==> config.mk <==
export PLATFORM = sky130hd
export DESIGN_NAME = lfsr_session_arbiter
export DESIGN_NICKNAME = d
export VERILOG_FILES = /design/src/rtl/lfsr_session_arbiter.sv
export SDC_FILE = /design/constraint.sdc
export NUM_CORES = 1
export LEC_CHECK = 0
export BUFFER_PORTS_ARGS = -buffer_cell sky130_fd_sc_hd__buf_2
export CAP_MARGIN = 5
export CORE_MARGIN = 3
export CORE_UTILIZATION = 34
export CTS_BUF_LIST = sky130_fd_sc_hd__clkbuf_4 sky130_fd_sc_hd__clkbuf_8
export CTS_CLUSTER_DIAMETER = 50
export CTS_CLUSTER_SIZE = 10
export DETAILED_ROUTE_END_ITERATION = 10
export PLACE_DENSITY = 0.62
export SLEW_MARGIN = 20
export SYNTH_ARGS = -nofsm -noshare
export SYNTH_HDL_FRONTEND = slang
export SYNTH_SLANG_ARGS = --single-unit
export TNS_END_PERCENT = 100
==> constraint.sdc <==
create_clock -name clock_i -period 2.1 [get_ports clock_i]
set_input_delay 0 -clock clock_i [delete_from_list [all_inputs] [get_ports clock_i]]
set_output_delay 0 -clock clock_i [all_outputs]
set_load 0.01 [all_outputs]
==> src/rtl/lfsr_session_arbiter.sv <==
// Round-robin arbiter that lends one 4-bit LFSR scrambler to NREQ clients:
// load seed, run RUN_CYCLES steps, shift the result out LSB first, pulse done.
module lfsr_session_arbiter #(
   parameter int NREQ       = 4,
   parameter int RUN_CYCLES = 8
) (
   input  logic                clock_i,
   input  logic                reset_i,
   input  logic [NREQ-1:0]     req_i,
   input  logic [4*NREQ-1:0]   seed_bus_i,
   output logic [NREQ-1:0]     gnt_o,
   output logic                busy_o,
   output logic                out_bit_o,
   output logic                out_valid_o,
   output logic                done_o
);

   localparam int IW = $clog2(NREQ);

   typedef enum logic [2:0] {IDLE, RUN, SHIFT, DONE, FINISH} state_t;

   state_t          state_q, state_d;
   logic [NREQ-1:0] gnt_q, gnt_d;
   logic            busy_q, busy_d;
   logic            outBit_q, outBit_d;
   logic            outValid_q, outValid_d;
   logic            done_q, done_d;
   logic [3:0]      lfsr_q, lfsr_d;
   logic [3:0]      count_q, count_d;
   logic [IW-1:0]   ptr_q, ptr_d;
   logic [IW-1:0]   win_q, win_d;

   logic            winValid;
   logic [IW-1:0]   winIdx;
   logic [3:0]      seedSel;

   // Scanning from the highest offset down leaves the nearest requester
   // at or above the pointer as the final winner.
   always_comb begin
      winValid = 1'b0;
      winIdx   = '0;
      for (int off = NREQ - 1; off >= 0; off--) begin
         if (req_i[(int'(ptr_q) + off) % NREQ]) begin
            winValid = 1'b1;
            winIdx   = IW'((int'(ptr_q) + off) % NREQ);
         end
      end
      seedSel = seed_bus_i[4*winIdx +: 4];
   end

   always_comb begin
      state_d    = state_q;
      gnt_d      = gnt_q;
      busy_d     = busy_q;
      outBit_d   = outBit_q;
      outValid_d = outValid_q;
      done_d     = done_q;
      lfsr_d     = lfsr_q;
      count_d    = count_q + 4'd1;
      ptr_d      = ptr_q;
      win_d      = win_q;
      case (state_q)
         IDLE: begin
            count_d = '0;
            if (winValid) begin
               gnt_d   = NREQ'(1) << winIdx;
               lfsr_d  = (seedSel == 4'b0000) ? 4'b0001 : seedSel;
               busy_d  = 1'b1;
               win_d   = winIdx;
               state_d = RUN;
            end
         end
         RUN: begin
            lfsr_d = {lfsr_q[3] ^ lfsr_q[1] ^ lfsr_q[0], lfsr_q[3:1]};
            if (count_q == 4'(RUN_CYCLES - 1)) begin
               state_d = SHIFT;
               count_d = '0;
            end
         end
         SHIFT: begin
            lfsr_d     = {1'b0, lfsr_q[3:1]};
            outBit_d   = lfsr_q[0];
            outValid_d = 1'b1;
            if (count_q == 4'd3) begin
               state_d = DONE;
               count_d = '0;
            end
         end
         DONE: begin
            outValid_d = 1'b0;
            done_d     = 1'b1;
            state_d    = FINISH;
            count_d    = '0;
         end
         FINISH: begin
            // Grant drops here; the next arbitration waits one IDLE cycle.
            gnt_d   = '0;
            busy_d  = 1'b0;
            done_d  = 1'b0;
            ptr_d   = IW'((int'(win_q) + 1) % NREQ);
            state_d = IDLE;
            count_d = '0;
         end
         default: begin
            state_d = IDLE;
            count_d = '0;
         end
      endcase
   end

   always_ff @(posedge clock_i or posedge reset_i) begin
      if (reset_i) begin
         state_q    <= IDLE;
         gnt_q      <= '0;
         busy_q     <= 1'b0;
         outBit_q   <= 1'b0;
         outValid_q <= 1'b0;
         done_q     <= 1'b0;
         lfsr_q     <= '0;
         count_q    <= '0;
         ptr_q      <= '0;
         win_q      <= '0;
      end else begin
         state_q    <= state_d;
         gnt_q      <= gnt_d;
         busy_q     <= busy_d;
         outBit_q   <= outBit_d;
         outValid_q <= outValid_d;
         done_q     <= done_d;
         lfsr_q     <= lfsr_d;
         count_q    <= count_d;
         ptr_q      <= ptr_d;
         win_q      <= win_d;
      end
   end

   assign gnt_o       = gnt_q;
   assign busy_o      = busy_q;
   assign out_bit_o   = outBit_q;
   assign out_valid_o = outValid_q;
   assign done_o      = done_q;

endmodule

Word-level counts from Yosys, hierarchy flattened. Cells that the tools add are included.

Flip-flop bits (word level): 23. Memories kept: 0. RAM bits: 0. Word-level logic and storage cells: 83. Bits in read-only memories: 0. Output and inout port bits: 8. Latch bits: 0.

Muxes and demuxes: 35. $lt $le $gt $ge: 4. $mul: 0. Add/sub/neg operators: 5. Equality and inequality tests: 9. Bitwise operators: 5. Shift-type cells: 2. Reduce and logical (&&, ||, !) cells: 13. Div/mod/pow operators: 0.

Operators by type and width (number): 4-bit two-way mux (5); 4-bit case mux with 2 select lines (2); 16-bit by 5-bit indexed part select with 4-bit output (1); 3-bit by 4-bit < comparator with 1-bit output (second input constant) (3); 1-bit two-way mux (12); 3-bit case mux with 4 select lines (1); 4-bit case mux with 3 select lines (1); 3-bit two-way mux (3); 1-bit binary-select mux with 2-bit select (4); 2-bit two-way mux (4); 3-bit by 2-bit == test with 1-bit output (second input constant) (2); 2-bit inequality test (second input constant) (3); 1-bit case mux with 2 select lines (3); 2-bit AND reduction (3); 2-bit nonzero test (3); 2-bit OR reduction (3); 2-bit by 1-bit adder with 2-bit output (second input constant) (2); 2-bit adder (second input constant) (2); 4-bit by 1-bit adder with 4-bit output (second input constant) (1); 4-bit by 2-bit == test with 1-bit output (second input constant) (1); 4-bit by 3-bit == test with 1-bit output (second input constant) (1); 4-bit logical NOT (1); 1-bit by 2-bit << shifter with 4-bit output (first input constant) (1); 1-bit AND (first input constant) (3); 7 further kinds (8).

Depth between registers and ports, before layout.
Depth in word-level cells: 15. Mapped depth: 7.

Worst setup path after synthesis. OpenSTA, ideal clock, no wires.

Kind: register to register. Start point: reg ptr_q[0]. End point: reg lfsr_q[0]. Buffers on the path: 1. Library setup time: 0.124 ns. Arrival: 1.849 ns. Period minus slack after synthesis: 1.973 ns. Required time: 1.976 ns. Stages on the path, launching flop included: 8. Setup slack: 0.127 ns. Path through: dfrtp_1 -> and2b_4 -> or4b_4 -> buf_6 -> a21bo_1 -> a32oi_1 -> nor3_1 -> o31a_1.

Longest elaborated chain between the ends: 13. Elaborated cells on any way between the ends: 29.

RTL lines: start: declaration (line 30) `logic [IW-1:0] ptr_q, ptr_d;`; start signal: assignment (line 132) `ptr_q <= ptr_d;`; 2-bit adder (line 43, 45); 1-bit binary-select mux with 2-bit select (line 43) `if (req_i[(int'(ptr_q) + off) % NREQ]) begin`; 1-bit two-way mux (implied by the code) (2 in series) (line 43); 2-bit two-way mux (4 in series) (line 43); 16-bit by 5-bit indexed part select with 4-bit output (line 48) `seedSel = seed_bus_i[4*winIdx +: 4];`; 4-bit logical NOT (line 67) `lfsr_d = (seedSel == 4'b0000) ? 4'b0001 : seedSel;`; 4-bit two-way mux (line 67); 4-bit two-way mux (line 65) `if (winValid) begin`; 4-bit case mux with 3 select lines (line 62) `case (state_q)`; end signal: assignment (line 130) `lfsr_q <= lfsr_d;`; end: declaration (line 28) `logic [3:0] lfsr_q, lfsr_d;`.

Several ways; a longest one is shown, not always the timed one. The select of a mux whose other input is x is not followed. A chain may end at the register's enable or synchronous reset.

Final worst setup path. Ends and elaborated chain as after synthesis.

==> results.ini <==
[run_status]
status = finished, final reports clean

[die]
start_util_pct = 36.4
dieArea_um2 = 4830
rows = 22
die_x_um = 69.5
fp.dieH_um = 69.5
ios = 30
coreArea_um2 = 3770

[critical_path]
r2r_slack_ps = 100
worstPathRequired_ps = 2250
r2r_end = lfsr_q[0]$_DFFE_PP0P_
path_class = flip-flop to flip-flop
startpoint = ptr_q[0]$_DFFE_PP0P_
path_max_fanout = 8
start_kind = flip-flop
r2r_cells = 6
cpMaxStageDelayCell = or4b_4
crit_chain = and2b_4 -> or4b_4 -> a21bo_1 -> a32oi_1 -> nor3_1 -> o31a_1
endpoint_kind = flip-flop
reg2reg_from = ptr_q[0]$_DFFE_PP0P_
endpoint = lfsr_q[0]$_DFFE_PP0P_
arrival_ps = 2150
max_stage_delay_ps = 550

[yosys]
synth_largest_area_cell = dfrtp_1
synth_nets = 180
yosysMostFrequentCell = dfrtp_1
ys_seq_area_share_pct = 42.0
syn_inst = 157
synth_common_cells = dfrtp_1, nand2_1, nand3_1
yosys_warnings = 0
yosys-top-cells-area = dfrtp_1, nand2_1, nand3_1
synth_flop_cell = dfrtp_1
ys_async_sr_fraction_pct = 100
synth_area_um2 = 1370
yosys.area.top_type_share_pct = 42.0
synth.distinct_cells = 37
syn_avg_cell_area_um2 = 8.73
ys_ff_latch = 23
synth_edf_count = 0

[pwr]
seqPwrFrac_pct = 34.6
p_leak_nw = 0.751
powerDensity_nw_per_um2 = 1380
switching_share_pct = 42.6
p_int_mw = 1.31
total_power_mw = 2.28
ir_worst_vdd_mv = 0.471
switching_power_mw = 0.970
clkPwrFrac_pct = 12.5
combPwrFrac_pct = 52.9

[timing]
rsz0062_at_grt = no
fin_skew_ps = 2.16
post-route-period-util_pct = 95.4
setup_slack_ps = 96.2
tns_ps = 0
tightest_slew_ps = 876
fmax_mhz = 499
hold_viol_final = 0
relSlewSlack_pct = 41.5
slew_violations = 0
setup_viol_count_final = 0
layout_min_cycle_time_ps = 2000

[routing]
post_drt_wl_per_cell_um = 14.2
dr.pass1.iters = 4
route.met2.wl_um = 1670
post_drt_via_cell_ratio = 5.48
antenna_left = 0
routed_wl_um = 3360
route.met3.wl_um = 137
wl_met1_um = 1510
drt_iter0_drc = 54
route.detailed.drc = 0
vias = 1299
top_layer = met4

[global_routing]
grt_pass1_wl_um = 5540
antenna_found_initial = 0
grt_pass1_vias = 1260
grtUsageTotal_pct = 13.6
grt_max_degree = 24
grt-ovfl-total = 0

[clocking]
cts-root-buf = clkbuf_8
cts_sinks = 23
clk_path_buf_depth = 2
cts_tree = done
clk_pin_slew_worst_paths_ps = 80
htreeDepth = 1
numCtsBuffers = 3
insertion_delay_ps = 260

[place]
gp_congestion = 0.775
portBuffers = 29
dpl_worst_slack_ps = 24.6
hpwl_um = 2500
placed_area_um2 = 1570

[finish]
antennaDiodeCount = 0
fin_nets = 213
area_growth_pct = 20.6
fin_area_um2 = 1650
drive_above_1_share_pct = 23.8
fillers = 353

[hold_path]
hold_class = input port to flip-flop

[flow_run]
max-cap-violations = 0

==> per-stage QoR <==
step | util, % | hold slack, ps | cells
2_1_floorplan | - | 1.92 | 157
3_3_place_gp | 41.5 | 210 | 230
3_5_place_dp | 41.5 | 237 | 230
4_1_cts | 43.1 | 149 | 235
5_1_grt | 43.9 | 202 | 237
6_report | 43.9 | 149 | 237
==> area by class of cell <==
type / instances / area [um^2] / share of cell area [%]
Inverter: 4 / 15.0 / 0.908
Sequential cell: 23 / 576 / 34.8
Timing Repair Buffer: 36 / 200 / 12.1
Clock buffer: 4 / 48.8 / 2.95
Tap cell: 48 / 60.1 / 3.63
Multi-Input combinational cell: 122 / 754 / 45.6
==> layout by cell type (no fill, tap or decap), types with 4 or more instances in the layout <==
cell and n:
a21oi_1 4, a221oi_1 4, buf_2 29, buf_4 6, dfrtp_1 23, nand2_1 19
nand2b_1 6, nand3_1 13, nor2_1 11, nor2b_1 6, nor4_1 4, o21ai_0 10
o31ai_1 5
==> flip-flops by register name, summed over array words and instances (netlist names) <==
signal,cells
busy_o,1
out_valid_o,1
gnt_o,4
count_q,4
out_bit_o,1
ptr_q,2
win_q,2
done_o,1
state_q,3
lfsr_q,4
==> how the worst min path moves through the flow <==
stage                  startpoint                    end  slack (ps)  cells past startpoint
floorplan                 reset_i     busy_o$_DFFE_PP0P_           2                      1
global placement          reset_i     busy_o$_DFFE_PP0P_         210                      2
detailed placement        reset_i     busy_o$_DFFE_PP0P_         240                      2
CTS                 seed_bus_i[2]  lfsr_q[2]$_DFFE_PP0P_         150                      5
global route        seed_bus_i[1]  lfsr_q[1]$_DFFE_PP0P_         200                      5
finish              seed_bus_i[2]  lfsr_q[2]$_DFFE_PP0P_         150                      5
==> power by group through the flow <==
stage          logic, mW  clock network (mW)  registers [mW]
2_1_floorplan      0.878                   0           0.771
3_3_place_gp        1.11                   0           0.787
3_5_place_dp        1.16                   0           0.793
4_1_cts             1.16               0.294           0.786
5_1_grt             1.36               0.314           0.815
6_report            1.21               0.285           0.787
==> worst max-delay path, delay by kind of cell, from the launching register on <==
family          cells  cell delay [ps]
compound gates      3              680
simple gates        3              840
flops               1              370
==> timing repair <==
action,4_1_cts,5_1_grt
setup endpoints to repair,0,1
hold buffers,1,0
gates resized for setup,0,4
buffers inserted,0,2
hold endpoints to repair,23,0
==> metal layers <==
layer,vias to the layer above,global-route usage [%]
met1,622,16.9
met4,0,3.90
met3,6,2.75
met2,36,23.8
met5,-,0
li1,635,-
==> logic make-up after synthesis <==
kind of cell	Yosys count	synth area share, %
compound gates	41	20.8
xor+xnor	3	1.92
fa+ha+maj	1	0.912
buf+inv	12	4.01
flops	23	42.0
mux	3	2.19
simple gates	74	28.2
Power figures use the tool's default switching activity.
